**src/rtl/riscv_ctrl_pkg.sv**
```systemverilog
// Shared encodings for the multicycle RV32I controller: FSM states, opcodes,
// datapath select encodings and trap causes.
package riscv_ctrl_pkg;

  typedef logic [3:0] state_t;

  localparam state_t S_START     = 4'd0;
  localparam state_t S_FETCH     = 4'd1;
  localparam state_t S_DECODE    = 4'd2;
  localparam state_t S_MEM_ADDR  = 4'd3;
  localparam state_t S_MEM_READ  = 4'd4;
  localparam state_t S_MEM_WRITE = 4'd5;
  localparam state_t S_WB_MEM    = 4'd6;
  localparam state_t S_EXEC_R    = 4'd7;
  localparam state_t S_EXEC_I    = 4'd8;
  localparam state_t S_WB_ALU    = 4'd9;
  localparam state_t S_BRANCH    = 4'd10;
  localparam state_t S_JALR_ADDR = 4'd11;
  localparam state_t S_JUMP      = 4'd12;
  localparam state_t S_TRAP      = 4'd13;

  localparam logic [6:0] R_TYPE = 7'b0110011;
  localparam logic [6:0] LOAD   = 7'b0000011;
  localparam logic [6:0] STORE  = 7'b0100011;
  localparam logic [6:0] BRANCH = 7'b1100011;
  localparam logic [6:0] OP_IMM = 7'b0010011;
  localparam logic [6:0] JAL    = 7'b1101111;
  localparam logic [6:0] JALR   = 7'b1100111;

  localparam logic [1:0] ALU_A_PC    = 2'b00;
  localparam logic [1:0] ALU_A_OLDPC = 2'b01;
  localparam logic [1:0] ALU_A_RS1   = 2'b10;

  localparam logic [1:0] ALU_B_RS2  = 2'b00;
  localparam logic [1:0] ALU_B_IMM  = 2'b01;
  localparam logic [1:0] ALU_B_FOUR = 2'b10;

  localparam logic [1:0] ALU_OP_ADD    = 2'b00;
  localparam logic [1:0] ALU_OP_BRANCH = 2'b01;
  localparam logic [1:0] ALU_OP_R      = 2'b10;
  localparam logic [1:0] ALU_OP_I      = 2'b11;

  localparam logic [1:0] RES_ALUOUT = 2'b00;
  localparam logic [1:0] RES_MDR    = 2'b01;
  localparam logic [1:0] RES_ALU    = 2'b10;

  typedef enum logic [1:0] {
    CAUSE_NONE        = 2'b00,
    CAUSE_ILLEGAL     = 2'b01,
    CAUSE_MEM_TIMEOUT = 2'b10
  } trap_cause_e;

  // States whose exit to FETCH completes an instruction.
  function automatic logic is_retire_state(input state_t s);
    case (s)
      S_WB_ALU, S_WB_MEM, S_MEM_WRITE, S_BRANCH: return 1'b1;
      default:                                   return 1'b0;
    endcase
  endfunction

endpackage

```
**src/rtl/mem_wait_timer.sv**
```systemverilog
// Wait-cycle counter for one memory access; expired flags the cycle whose
// count has reached MEM_TIMEOUT (never, when MEM_TIMEOUT is 0).
module mem_wait_timer #(
  parameter int MEM_TIMEOUT = 16
) (
  input  logic clk,
  input  logic rst_n,
  input  logic clear,
  input  logic enable,
  output logic expired
);

  localparam int CNT_W = (MEM_TIMEOUT > 32'sd0) ? $clog2(MEM_TIMEOUT + 32'sd1) : 32'sd1;
  localparam logic [CNT_W-1:0] LIMIT = CNT_W'(MEM_TIMEOUT);
  localparam logic HAS_TIMEOUT = (MEM_TIMEOUT > 32'sd0);

  logic [CNT_W-1:0] count_r;
  logic             at_limit_s;

  assign at_limit_s = (count_r == LIMIT);
  assign expired    = HAS_TIMEOUT && at_limit_s;

  // Count wait cycles; saturate at the limit so a disabled timeout never wraps.
  always_ff @(posedge clk or negedge rst_n) begin
    if (!rst_n) begin
      count_r <= '0;
    end else if (clear) begin
      count_r <= '0;
    end else if (enable && !at_limit_s) begin
      count_r <= count_r + CNT_W'(1);
    end else begin
      count_r <= count_r;
    end
  end

endmodule

```
**src/rtl/multicycle_controller.sv**
```systemverilog
// Moore-style sequencer for a multicycle RV32I datapath with a shared memory
// port, req/ready handshake timeout, retired-instruction counter and traps.
module multicycle_controller
  import riscv_ctrl_pkg::*;
#(
  parameter int MEM_TIMEOUT = 16,
  parameter int INSTRET_W   = 32
) (
  input  logic                 clk,
  input  logic                 rst_n,
  input  logic [6:0]           opcode,
  input  logic                 branch_taken,
  input  logic                 mem_ready,
  output logic                 mem_req,
  output logic                 mem_we,
  output logic                 adr_src,
  output logic                 ir_write,
  output logic                 pc_write,
  output logic                 reg_write,
  output logic [1:0]           alu_a_sel,
  output logic [1:0]           alu_b_sel,
  output logic [1:0]           alu_op,
  output logic [1:0]           result_src,
  output logic                 trap,
  output logic [1:0]           trap_cause,
  output logic [INSTRET_W-1:0] instret
);

  state_t                 state_r;
  state_t                 state_nxt_s;
  trap_cause_e            cause_nxt_s;
  trap_cause_e            trap_cause_r;
  logic [INSTRET_W-1:0]   instret_r;
  logic                   expired_s;
  logic                   timer_clear_s;
  logic                   timer_en_s;

  // Any state change restarts the count, so each memory state starts from zero.
  assign timer_clear_s = (state_nxt_s != state_r);
  assign timer_en_s    = mem_req && !mem_ready;

  mem_wait_timer #(.MEM_TIMEOUT(MEM_TIMEOUT)) u_timer (
    .clk     (clk),
    .rst_n   (rst_n),
    .clear   (timer_clear_s),
    .enable  (timer_en_s),
    .expired (expired_s)
  );

  assign trap       = (state_r == S_TRAP);
  assign trap_cause = trap_cause_r;
  assign instret    = instret_r;

  // Next-state and control decode; outputs depend on state (plus mem_ready in FETCH).
  always_comb begin
    state_nxt_s = state_r;
    cause_nxt_s = CAUSE_NONE;
    mem_req     = 1'b0;
    mem_we      = 1'b0;
    adr_src     = 1'b0;
    ir_write    = 1'b0;
    pc_write    = 1'b0;
    reg_write   = 1'b0;
    alu_a_sel   = ALU_A_PC;
    alu_b_sel   = ALU_B_RS2;
    alu_op      = ALU_OP_ADD;
    result_src  = RES_ALUOUT;
    case (state_r)
      S_START: state_nxt_s = S_FETCH;
      S_FETCH: begin
        mem_req = 1'b1;
        if (mem_ready) begin
          ir_write    = 1'b1;
          pc_write    = 1'b1;
          alu_a_sel   = ALU_A_PC;
          alu_b_sel   = ALU_B_FOUR;
          result_src  = RES_ALU;
          state_nxt_s = S_DECODE;
        end else if (expired_s) begin
          state_nxt_s = S_TRAP;
          cause_nxt_s = CAUSE_MEM_TIMEOUT;
        end else begin
          state_nxt_s = S_FETCH;
        end
      end
      S_DECODE: begin
        alu_a_sel = ALU_A_OLDPC;
        alu_b_sel = ALU_B_IMM;
        case (opcode)
          LOAD, STORE: state_nxt_s = S_MEM_ADDR;
          R_TYPE:      state_nxt_s = S_EXEC_R;
          OP_IMM:      state_nxt_s = S_EXEC_I;
          BRANCH:      state_nxt_s = S_BRANCH;
          JAL:         state_nxt_s = S_JUMP;
          JALR:        state_nxt_s = S_JALR_ADDR;
          default: begin
            state_nxt_s = S_TRAP;
            cause_nxt_s = CAUSE_ILLEGAL;
          end
        endcase
      end
      S_MEM_ADDR: begin
        alu_a_sel = ALU_A_RS1;
        alu_b_sel = ALU_B_IMM;
        if (opcode == STORE) begin
          state_nxt_s = S_MEM_WRITE;
        end else begin
          state_nxt_s = S_MEM_READ;
        end
      end
      S_MEM_READ, S_MEM_WRITE: begin
        mem_req = 1'b1;
        mem_we  = (state_r == S_MEM_WRITE);
        adr_src = 1'b1;
        if (mem_ready) begin
          state_nxt_s = (state_r == S_MEM_WRITE) ? S_FETCH : S_WB_MEM;
        end else if (expired_s) begin
          state_nxt_s = S_TRAP;
          cause_nxt_s = CAUSE_MEM_TIMEOUT;
        end else begin
          state_nxt_s = state_r;
        end
      end
      S_WB_MEM: begin
        result_src  = RES_MDR;
        reg_write   = 1'b1;
        state_nxt_s = S_FETCH;
      end
      S_EXEC_R: begin
        alu_a_sel   = ALU_A_RS1;
        alu_b_sel   = ALU_B_RS2;
        alu_op      = ALU_OP_R;
        state_nxt_s = S_WB_ALU;
      end
      S_EXEC_I: begin
        alu_a_sel   = ALU_A_RS1;
        alu_b_sel   = ALU_B_IMM;
        alu_op      = ALU_OP_I;
        state_nxt_s = S_WB_ALU;
      end
      S_WB_ALU: begin
        result_src  = RES_ALUOUT;
        reg_write   = 1'b1;
        state_nxt_s = S_FETCH;
      end
      S_BRANCH: begin
        alu_a_sel   = ALU_A_RS1;
        alu_b_sel   = ALU_B_RS2;
        alu_op      = ALU_OP_BRANCH;
        pc_write    = branch_taken;
        state_nxt_s = S_FETCH;
      end
      S_JALR_ADDR: begin
        alu_a_sel   = ALU_A_RS1;
        alu_b_sel   = ALU_B_IMM;
        state_nxt_s = S_JUMP;
      end
      S_JUMP: begin
        alu_a_sel   = ALU_A_OLDPC;
        alu_b_sel   = ALU_B_FOUR;
        pc_write    = 1'b1;
        state_nxt_s = S_WB_ALU;
      end
      S_TRAP:  state_nxt_s = S_TRAP;
      default: state_nxt_s = S_START;
    endcase
  end

  // State register.
  always_ff @(posedge clk or negedge rst_n) begin
    if (!rst_n) begin
      state_r <= S_START;
    end else begin
      state_r <= state_nxt_s;
    end
  end

  // Trap cause is captured on entry to TRAP and then held until reset.
  always_ff @(posedge clk or negedge rst_n) begin
    if (!rst_n) begin
      trap_cause_r <= CAUSE_NONE;
    end else if ((state_r != S_TRAP) && (state_nxt_s == S_TRAP)) begin
      trap_cause_r <= cause_nxt_s;
    end else begin
      trap_cause_r <= trap_cause_r;
    end
  end

  // Retired-instruction counter, wrapping naturally at its width.
  always_ff @(posedge clk or negedge rst_n) begin
    if (!rst_n) begin
      instret_r <= '0;
    end else if (is_retire_state(state_r) && (state_nxt_s == S_FETCH)) begin
      instret_r <= instret_r + INSTRET_W'(1);
    end else begin
      instret_r <= instret_r;
    end
  end

endmodule

```
**config.mk**
```make
export PLATFORM = sky130hd
export DESIGN_NAME = multicycle_controller
export DESIGN_NICKNAME = d
export VERILOG_FILES = /design/src/rtl/riscv_ctrl_pkg.sv /design/src/rtl/mem_wait_timer.sv /design/src/rtl/multicycle_controller.sv
export SDC_FILE = /design/constraint.sdc
export NUM_CORES = 1
export LEC_CHECK = 0
export ABC_AREA = 1
export BUFFER_PORTS_ARGS = -buffer_cell sky130_fd_sc_hd__clkbuf_2
export CORE_ASPECT_RATIO = 0.5
export CORE_MARGIN = 8
export CORE_UTILIZATION = 52
export CTS_BUF_LIST = sky130_fd_sc_hd__clkbuf_8
export DETAILED_ROUTE_END_ITERATION = 8
export PLACE_DENSITY = 0.79
export SLEW_MARGIN = 10
export SYNTH_ARGS = -nofsm -noshare
export SYNTH_HDL_FRONTEND = slang
export SYNTH_SLANG_ARGS = --single-unit
```
**constraint.sdc**
```tcl
create_clock -name clk -period 1.6 [get_ports clk]
set_input_delay 0.32 -clock clk [delete_from_list [all_inputs] [get_ports clk]]
set_output_delay 0.32 -clock clk [all_outputs]
set_load 0.02 [all_outputs]
```
Yosys cells after proc, flatten, opt, wreduce, memory -nomap -nowiden. Cells that the tools add are included.

Register bits: 43. Input bits: 11. Logic and storage cells: 77.

Add/subtract/negate cells: 2. Eq/ne operators: 25. Muxes and demuxes: 27. Reductions and logical operators: 19.

Operators with widths (number): adder 32 x 1 -> 32 bit (second input constant) (1); case mux 4 bit (8 select lines) (1); == test 4 bit (second input constant) (7); case mux 4 bit (6 select lines) (1); == test 7 bit (second input constant) (3); == test 4 x 3 -> 1 bit (second input constant) (4); 2-to-1 mux 4 bit (4); == test 7 x 6 -> 1 bit (second input constant) (2); case mux 2 bit (2 select lines) (3); case mux 2 bit (3 select lines) (2); OR reduction 4 bit (3); 2-to-1 mux 5 bit (2); 2-to-1 mux 1 bit (9); == test 4 x 1 -> 1 bit (second input constant) (2); == test 4 x 2 -> 1 bit (second input constant) (2); OR reduction 2 bit (4); == test 7 x 2 -> 1 bit (second input constant) (1); == test 7 x 5 -> 1 bit (second input constant) (1); OR reduction 7 bit (1); 2-to-1 mux 2 bit (3); OR reduction 3 bit (2); adder 5 x 1 -> 5 bit (second input constant) (1); == test 5 bit (second input constant) (1); OR reduction 5 bit (1); 8 further kinds (12).

Longest topological paths before layout. Gate-level depths: netlist of run 1.

Word-level depth: 7. Gate-level depth with buffers: 13.

By module. Synthesis of run 1 repeated with hierarchy kept, for this count alone.

Cells, all modules: 518. Area total of the unflattened synthesis: 3313.2 um^2.

By module, submodules not included: multicycle_controller (instances 1, cells an instance 477, area each 2971.6 um^2, seq. area each 950.9 um^2); mem_wait_timer (instances 1, cells an instance 41, area each 341.6 um^2, seq. area each 125.1 um^2).

Worst setup path after synthesis of run 1. Ideal clock, no wire load.

Path type: reg2out. Start point: register state_r[2]. End point: output pc_write. Data arrival time: 1.556 ns. Required time: 1.280 ns. Slack: -0.276 ns. Cell stages (with the launch flop): 8. Path buffers: 1. Path through: dfrtp_1 > buf_4 > nor2_1 > nand2_1 > nor2_1 > inv_1 > nand2_1 > a31o_2.

Longest elaborated chain between the ends: 2.

Ends and longest elaborated chain: from (decl) (line multicycle_controller.sv:29) `state_t state_r;`; from (signal assigned) (line multicycle_controller.sv:174) `state_r <= state_nxt_s;`; == test 4 bit / == test 4 x 1 -> 1 bit (equally long branches) (line multicycle_controller.sv:68) `case (state_r)`; case mux 1 bit (3 select lines) * (line multicycle_controller.sv:68); to (decl) (line multicycle_controller.sv:18) `output logic pc_write,`.

Mark *: on every way between the ends. The rest lies on a longest branch, timed or not.

Worst setup path after layout of run 1.
Start point: register state_r[3]. End point: register u_timer.count_r[2].

RTL lines: == test 4 bit (tied with other cells) (line multicycle_controller.sv:68); OR reduction 4 bit (no line) (tied with other cells); case mux 4 bit (8 select lines) * (line multicycle_controller.sv:68); net state_nxt_s[3] (line multicycle_controller.sv:30) `state_t state_nxt_s;`; inequality test 4 bit * (line multicycle_controller.sv:39) `assign timer_clear_s = (state_nxt_s != state_r);`; 2-to-1 mux 5 bit / nonzero test 2 bit (equally long branches); to (signal assigned) (line mem_wait_timer.sv:30) `count_r <= count_r + CNT_W'(1);`; to (signal assigned) (line mem_wait_timer.sv:32) `count_r <= count_r;`; to (decl) (line mem_wait_timer.sv:17) `logic [CNT_W-1:0] count_r;`.

Mark *: on every way through the listed nets, which the timed path passes. The rest lies on a longest branch. A chain may end at the register's enable or synchronous reset.

==> results of run 1 <==
-- power by group through the flow --
stage / Sequential (mW) / Clock, mW / Combinational (mW)
2_1_floorplan: 1.57 / 0 / 1.93
4_1_cts: 1.48 / 0.830 / 4.22
3_5_place_dp: 1.49 / 0 / 3.24
5_1_grt: 1.55 / 0.899 / 5.92
6_report: 1.54 / 0.861 / 5.70
3_3_place_gp: 1.47 / 0 / 3.20
-- cells by family after synthesis --
group / after synthesis / synth area share (%)
simple gates: 281 / 40.6
buf+inv: 55 / 8.40
flops: 43 / 35.4
xor+xnor: 35 / 10.3
compound gates: 19 / 3.99
fa+ha+maj: 3 / 1.24
-- worst max-delay path by stage --
stage,start,to,slack (ns),depth (start not counted)
after floorplan,state_r[0]$_DFF_PN0_,instret[0]$_DFFE_PN0P_,-0.07,10
after detailed placement,state_r[1]$_DFF_PN0_,u_timer.count_r[4]$_DFFE_PN0P_,-0.24,12
after global placement,state_r[1]$_DFF_PN0_,instret[12]$_DFFE_PN0P_,-0.21,9
final,state_r[3]$_DFF_PN0_,u_timer.count_r[2]$_DFFE_PN0P_,-0.46,12
after CTS,state_r[3]$_DFF_PN0_,pc_write,-0.28,7
after global routing,state_r[3]$_DFF_PN0_,instret[23]$_DFFE_PN0P_,-0.50,12
-- layout by cell type (no fill, tap or decap), types with 6 or more instances in the layout --
cell type / count
inv_2: 6
nor2_2: 6
xor2_1: 25
buf_6: 19
nand2_2: 18
nor3_1: 16
dfrtp_1: 39
o21ai_2: 8
nand4_1: 8
nand2_1: 123
clkbuf_2: 44
clkbuf_8: 8
nor2_4: 19
nor2_1: 43
inv_1: 37
xnor2_1: 9
nand2_4: 8
buf_4: 95
nand3_1: 23
-- per-layer routing --
metal	GRT usage, %	vias to the layer above	wire (um)
met5	0	-	0
met4	7.07	0	1090
met3	4.33	132	1480
met2	40.6	390	6520
met1	28.6	1916	5000
li1	-	1716	-
-- critical path, cell delays in order, from the launching register on --
cell and delay [ns]:
dfrtp_2 0.57, clkinv_4 0.19, nand2_4 0.12, nor2_4 0.04
buf_4 0.12, buf_4 0.15, nand2_2 0.09, nand3_2 0.09
nand2_1 0.07, nand2_1 0.08, inv_1 0.13, nand3_4 0.13
nor3_2 0.20
-- per-stage QoR --
| stage | setup WS (ns) | std cells | setup TNS, ns |
|---|---|---|---|
| detailed placement | -0.238 | 642 | -6.82 |
| floorplan | -0.0683 | 436 | -1.39 |
| CTS | -0.281 | 666 | -11.39 |
| global route | -0.501 | 683 | -22.75 |
| global placement | -0.211 | 642 | -6.77 |
| finish | -0.458 | 683 | -19.95 |
-- registers in the layout, summed over array words and instances (netlist names) --
register	flops
u_timer.count_r	5
state_r	4
instret	32
trap_cause	2
-- layout make-up --
class | count | area share (%)
Tap cell | 73 | 1.84
Multi-Input combinational cell | 339 | 41.1
Sequential cell | 43 | 21.8
Clock buffer | 5 | 1.39
Clock inverter | 2 | 0.680
Inverter | 47 | 4.11
Timing Repair Buffer | 174 | 29.1
-- repair_timing --
action / in CTS / in global routing
gates cloned: 3 / 1
setup buffers: 14 / 16
endpoints found under the setup margin: 53 / 55
gates resized for setup: 60 / 87
pin swaps: 6 / 14
==> qor.yml, run 1 <==
outcome: "finished, violations left"
failed_checks: "setup timing"
numCtsBuffers: 5
diodes: 0
synthFlopType: "dfrtp_1"
core_um2: 5560
grt_use_total_pct: 23.4
rr_startpoint: "state_r[3]$_DFF_PN0_"
routedWlPerCell_um: 20.6
reg2reg_to: "u_timer.count_r[2]$_DFFE_PN0P_"
fin_util_pct: 89.2
clk_pin_slew_ns: 0.09
whs_ns: 0.0873
irDropWorstVdd_mv: 1.42
r2r_cells: 12
final_area_um2: 4960
layout-drive-gt1-share_pct: 44.6
antenna_found_initial: 0
power_frac_clock_pct: 10.6
crit_type: "flip-flop to flip-flop"
boundaryPins: 60
dieArea_um2: 8700
synth_common_cells: "144 x nand2_1, 60 x nor2_1, 43 x dfrtp_1"
cts_tree: "done"
cts_buffer_depth: 2
synth_warnings: 0
place_congestion: 0.976
ff_latch_area_um2: 1080
power_density_nw_per_um2: 1630
syn_area_per_cell_um2: 6.97
grt_pass1_wl_um: 16700
fin_crit_ns: 2.06
grt_pass1_vias: 3502
hold_violations: 0
die_w_um: 124
clock_latency_ns: 0.31
max_freq_ghz: 0.486
ant_nets: 0
totalWireLength_um: 14100
hpwlAfterDp_um: 6890
multi_input_area_um2: 2040
drc: 0
root_buffer: "clkbuf_8"
power.switching_mw: 3.80
fin_ws_ns: -0.458
rsz0062_at_grt: "true"
ys_seq_area_share_pct: 35.4
synth_seq_cells: 43
intPower_mw: 4.31
cap_violations: 0
synthTopCellsByArea: "dfrtp_1 35%, nand2_1 18%, nor2_1 7.4%, xor2_1 7.2%, inv_1 4.9%"
async_flop_share_pct: 100
required_ns: 1.82
grt_overflow_total: 0
crit_fanout: 7
postPlaceCellArea_um2: 4030
n_fill_cell: 221
synth.most_common_cell: "nand2_1"
port_buffers: 59
drv_slew: 0
p_comb_share_pct: 70.3
cp.arrival_ns: 2.28
vias: 4154
timing.final.crit_share_pct: 129
cts_sinks: 43
end_kind: "flip-flop"
yosysTopAreaCell: "dfrtp_1"
h-tree-depth: 2
cts_hold_buf: 0
power_frac_seq_pct: 19.0
die_y_um: 70.1
num_rows: 19
synth_enable_flop_cells: 0
startpoint_type: "flip-flop"
ff2ff_setup_slack_ns: -0.46
drtIter0Drc: 504
viasPerCell: 6.08
final_nets: 624
synth.distinct_cells: 30
yosysTopAreaCellShare_pct: 35.4
initial_core_util_pct: 54.6
grt_max_degree: 44
hold_class: "primary input to async pin"
total_power_mw: 8.10
setup_violations: 58
dr.pass1.iters: 7
slew_headroom_pct: 62.0
swShare_pct: 46.9
syn_area_um2: 3040
tightest_slew_ns: 0.570
skew_ns: 0.0139
postSynthCellCount: 436
synth_nets: 450
power.leakage_nw: 2.57
area_delta_synth_final_pct: 63.4
Note: power is estimated with default switching activity, not from simulation.
==> run 2, diff against run 1 <==
--- a/config.mk
+++ b/config.mk
@@ -7,13 +7,15 @@
 export LEC_CHECK = 0
 export ABC_AREA = 1
 export BUFFER_PORTS_ARGS = -buffer_cell sky130_fd_sc_hd__clkbuf_2
+export CAP_MARGIN = 20
 export CORE_ASPECT_RATIO = 0.5
 export CORE_MARGIN = 8
-export CORE_UTILIZATION = 52
+export CORE_UTILIZATION = 53
 export CTS_BUF_LIST = sky130_fd_sc_hd__clkbuf_8
 export DETAILED_ROUTE_END_ITERATION = 8
 export PLACE_DENSITY = 0.79
 export SLEW_MARGIN = 10
 export SYNTH_ARGS = -nofsm -noshare
 export SYNTH_HDL_FRONTEND = slang
+export SYNTH_HIERARCHICAL = 1
 export SYNTH_SLANG_ARGS = --single-unit
==> qor.yml, run 2 <==
synth_nets: 532  # +18%
crit_slowest_cell: "dfrtp_2"
core_um2: 6060  # +8.9%
synth_compound_area_share_pct: 2.19  # -1.8 points
largest_reg_flops: 32  # unchanged
h-tree-depth: 2  # unchanged
synthTopCellsByArea: "dfrtp_1 32%, nand2_1 22%, nand4_1 8.1%, nor2_1 7.7%, inv_1 6.0%"
area_delta_synth_final_pct: 57.7
totalWireLength_um: 13300  # -5.8%
whs_ns: 0.495  # +0.408 ns
final_nets: 697  # +12%
slowest_delay_ns: 0.52  # -0.05 ns
boundaryPins: 60  # unchanged
final_common_cell: "nand2_1"
clk_pin_slew_ns: 0.08  # about the same
startpoint_type: "flip-flop"
whs_path_depth: 2
drv_slew: 0  # unchanged
fin_ws_ns: -0.728  # -0.271 ns
skew_ns: 0.00435  # -0.00953 ns
grt_pass1_wl_um: 17700  # +5.9%
synth-simple-area-share_pct: 51.4  # +11 points
synth_common_cells: "194 x nand2_1, 68 x nor2_1, 53 x inv_1"
outcome: "finished, violations left"
tightest_slew_ns: 0.648  # +0.0780 ns
post-place-ws_ns: -0.640  # -0.402 ns
synthMuxAreaShare_pct: 0  # unchanged
hpwlAfterDp_um: 7820  # +13%
hold_violations: 0  # unchanged
timing.final.crit_share_pct: 146  # +17 points
ys_seq_area_share_pct: 32.5  # -2.9 points
synthFlopType: "dfrtp_1"
synth.distinct_cells: 32  # +6.7%
ff2ff_setup_slack_ns: -0.73  # -0.27 ns
synth_seq_cells: 43  # unchanged
ff_latch_area_um2: 1080  # unchanged
cp.arrival_ns: 2.57  # +0.29 ns
drc: 0  # unchanged
cts_sinks: 43  # unchanged
port_buffers: 59  # unchanged
setup_violations: 56  # -3.4%
rr_startpoint: "state_r[2]$_DFF_PN0_"
numCtsBuffers: 5  # unchanged
die_y_um: 71.9  # +2.6%
vias: 4402  # +6.0%
synthXorXnorAreaFrac_pct: 3.17  # -7.2 points
multi_input_area_um2: 2240  # +9.9%
worstPathCellList: "inv_4, nor2_4, nand2_2, nand2_2, nor2_1, nand2_2, nor2_4, nand3_2, a21oi_2, nand3_4, buf_6, nor2_4, nand2_1, nand2_1"
n_fill_cell: 330  # +49%
cap_violations: 0  # unchanged
synth.most_common_cell: "nand2_1"
power_density_nw_per_um2: 1600  # -1.7%
synthAdderAreaFrac_pct: 1.13  # -0.10 points
total_power_mw: 8.38  # +3.4%
syn_area_per_cell_um2: 6.40  # -8.2%
root_buffer: "clkbuf_8"
irDropWorstVdd_mv: 1.27  # -11%
hp-start: "trap_cause[1]$_DFFE_PN0P_"
antenna_found_initial: 0  # unchanged
grt_overflow_total: 0  # unchanged
ant_nets: 0  # unchanged
required_ns: 1.84  # +0.02 ns
yosysTopAreaCellShare_pct: 32.5  # -2.9 points
syn_area_um2: 3310  # +9.0%
async_flop_share_pct: 100  # unchanged
synth_top_family_by_area: "simple AND/OR/NAND/NOR gates"
grt_pass1_vias: 3927  # +12%
num_rows: 20  # +1
layout-drive-gt1-share_pct: 40.1  # -4.5 points
failed_checks: "setup timing"
routedWlPerCell_um: 17.2  # -17%
whs_endpoint: "trap_cause[1]$_DFFE_PN0P_"
dieArea_um2: 9190  # +5.7%
hold_class: "flip-flop to flip-flop"
reg2reg_to: "u_timer/count_r[2]$_DFFE_PN0P_"
grt_use_total_pct: 23.4  # about the same
rsz0062_at_grt: "true"
diodes: 0  # unchanged
end_kind: "flip-flop"
yosysTopAreaCell: "dfrtp_1"
crit_fanout: 6  # -1
r2r_cells: 14  # +2
postSynthCellCount: 518  # +19%
crit_type: "flip-flop to flip-flop"
final_cell_mix: "173 x nand2_1, 81 x buf_4, 58 x nor2_1, 44 x inv_1, 44 x clkbuf_2"
synth_enable_flop_cells: 0  # unchanged
synth_warnings: 6  # +6
initial_core_util_pct: 54.7  # +0.077 points
viasPerCell: 5.70  # -6.2%
clock_latency_ns: 0.30  # about the same
power.leakage_nw: 2.64  # +2.8%
grt_max_degree: 44  # unchanged
fin_crit_ns: 2.33  # +0.271 ns
max_freq_ghz: 0.430  # -12%
dr.pass1.iters: 6  # -1
cts_buffer_depth: 2  # unchanged
cts_tree: "done"
place_congestion: 0.983  # +0.73%
drtIter0Drc: 448  # -11%
die_w_um: 128  # +3.0%
slew_headroom_pct: 56.8  # -5.2 points
run 2: kinds of logic (layout without fill, tap and decap cells):
logic type	after synthesis	after routing
AOI/OAI and AO/OA	12	12
xor gates and xnor gates	12	12
adders and majority gates	3	3
buffers and inverters	73	239
DFF	43	43
and+or+nand+nor	375	375
run 2: final cells by class:
cell class / count / area share (%)
tap: 88 / 2.11
sequential: 43 / 20.7
inverter: 59 / 4.67
clock buffer: 7 / 1.84
multi-input combinational: 402 / 42.9
clock inverter: 1 / 0.0719
timing repair buffer: 172 / 27.7
run 2: worst max-delay path by stage:
stage,startpoint,cells past startpoint,endpoint,slack (ns)
4_1_cts,u_timer/count_r[1]$_DFFE_PN0P_,20,u_timer/count_r[3]$_DFFE_PN0P_,-0.53
6_report,state_r[2]$_DFF_PN0_,14,u_timer/count_r[2]$_DFFE_PN0P_,-0.73
3_3_place_gp,u_timer/count_r[1]$_DFFE_PN0P_,20,u_timer/count_r[2]$_DFFE_PN0P_,-0.51
5_1_grt,u_timer/count_r[1]$_DFFE_PN0P_,20,u_timer/count_r[2]$_DFFE_PN0P_,-0.77
2_1_floorplan,u_timer/count_r[0]$_DFFE_PN0P_,20,u_timer/count_r[2]$_DFFE_PN0P_,-0.54
3_5_place_dp,u_timer/count_r[1]$_DFFE_PN0P_,20,u_timer/count_r[3]$_DFFE_PN0P_,-0.64
run 2: where the power goes:
group / internal (mW) / switching, mW / total, mW
combinational: 2.74 / 3.46 / 6.20
clock: 0.388 / 0.389 / 0.778
sequential: 1.21 / 0.193 / 1.40
run 2: per-layer routing:
layer  GRT usage [%]  wire (um)  vias to the layer above  part of all wire, %
met1            28.0       4980                     2033                   37
met3            4.97       1250                       91                  9.4
met5               0          0                        -                    0
met2            40.4       6310                      297                   47
met4            9.92        742                        0                  5.6
li1                -          -                     1981                    -
run 2: critical path: cells and delay by family, from the launching register on:
kind                   cells  cell delay, ns
buffers and inverters      2            0.30
AND/OR/NAND/NOR           11            1.23
flip-flops                 1            0.52
AO/OA/AOI/OAI              1            0.22
run 2: what timing repair did:
action / CTS / global route
setup endpoints to repair: 56 / 57
hold buffers: 1 / 0
gates cloned: 1 / 0
endpoints found under the hold margin: 1 / 0
pin swaps: 18 / 40
resized for setup: 38 / 122
setup buffers: 9 / 17
run 2: stage by stage:
step	TNS (ns)	util, %	cell area (um^2)	std cells
after detailed placement	-23.40	73.8	4470	745
after global placement	-18.51	73.8	4470	745
after floorplan	-13.73	-	3380	518
final	-29.29	86.3	5220	772
after global routing	-32.22	86.3	5220	772
after CTS	-22.85	79.4	4810	763
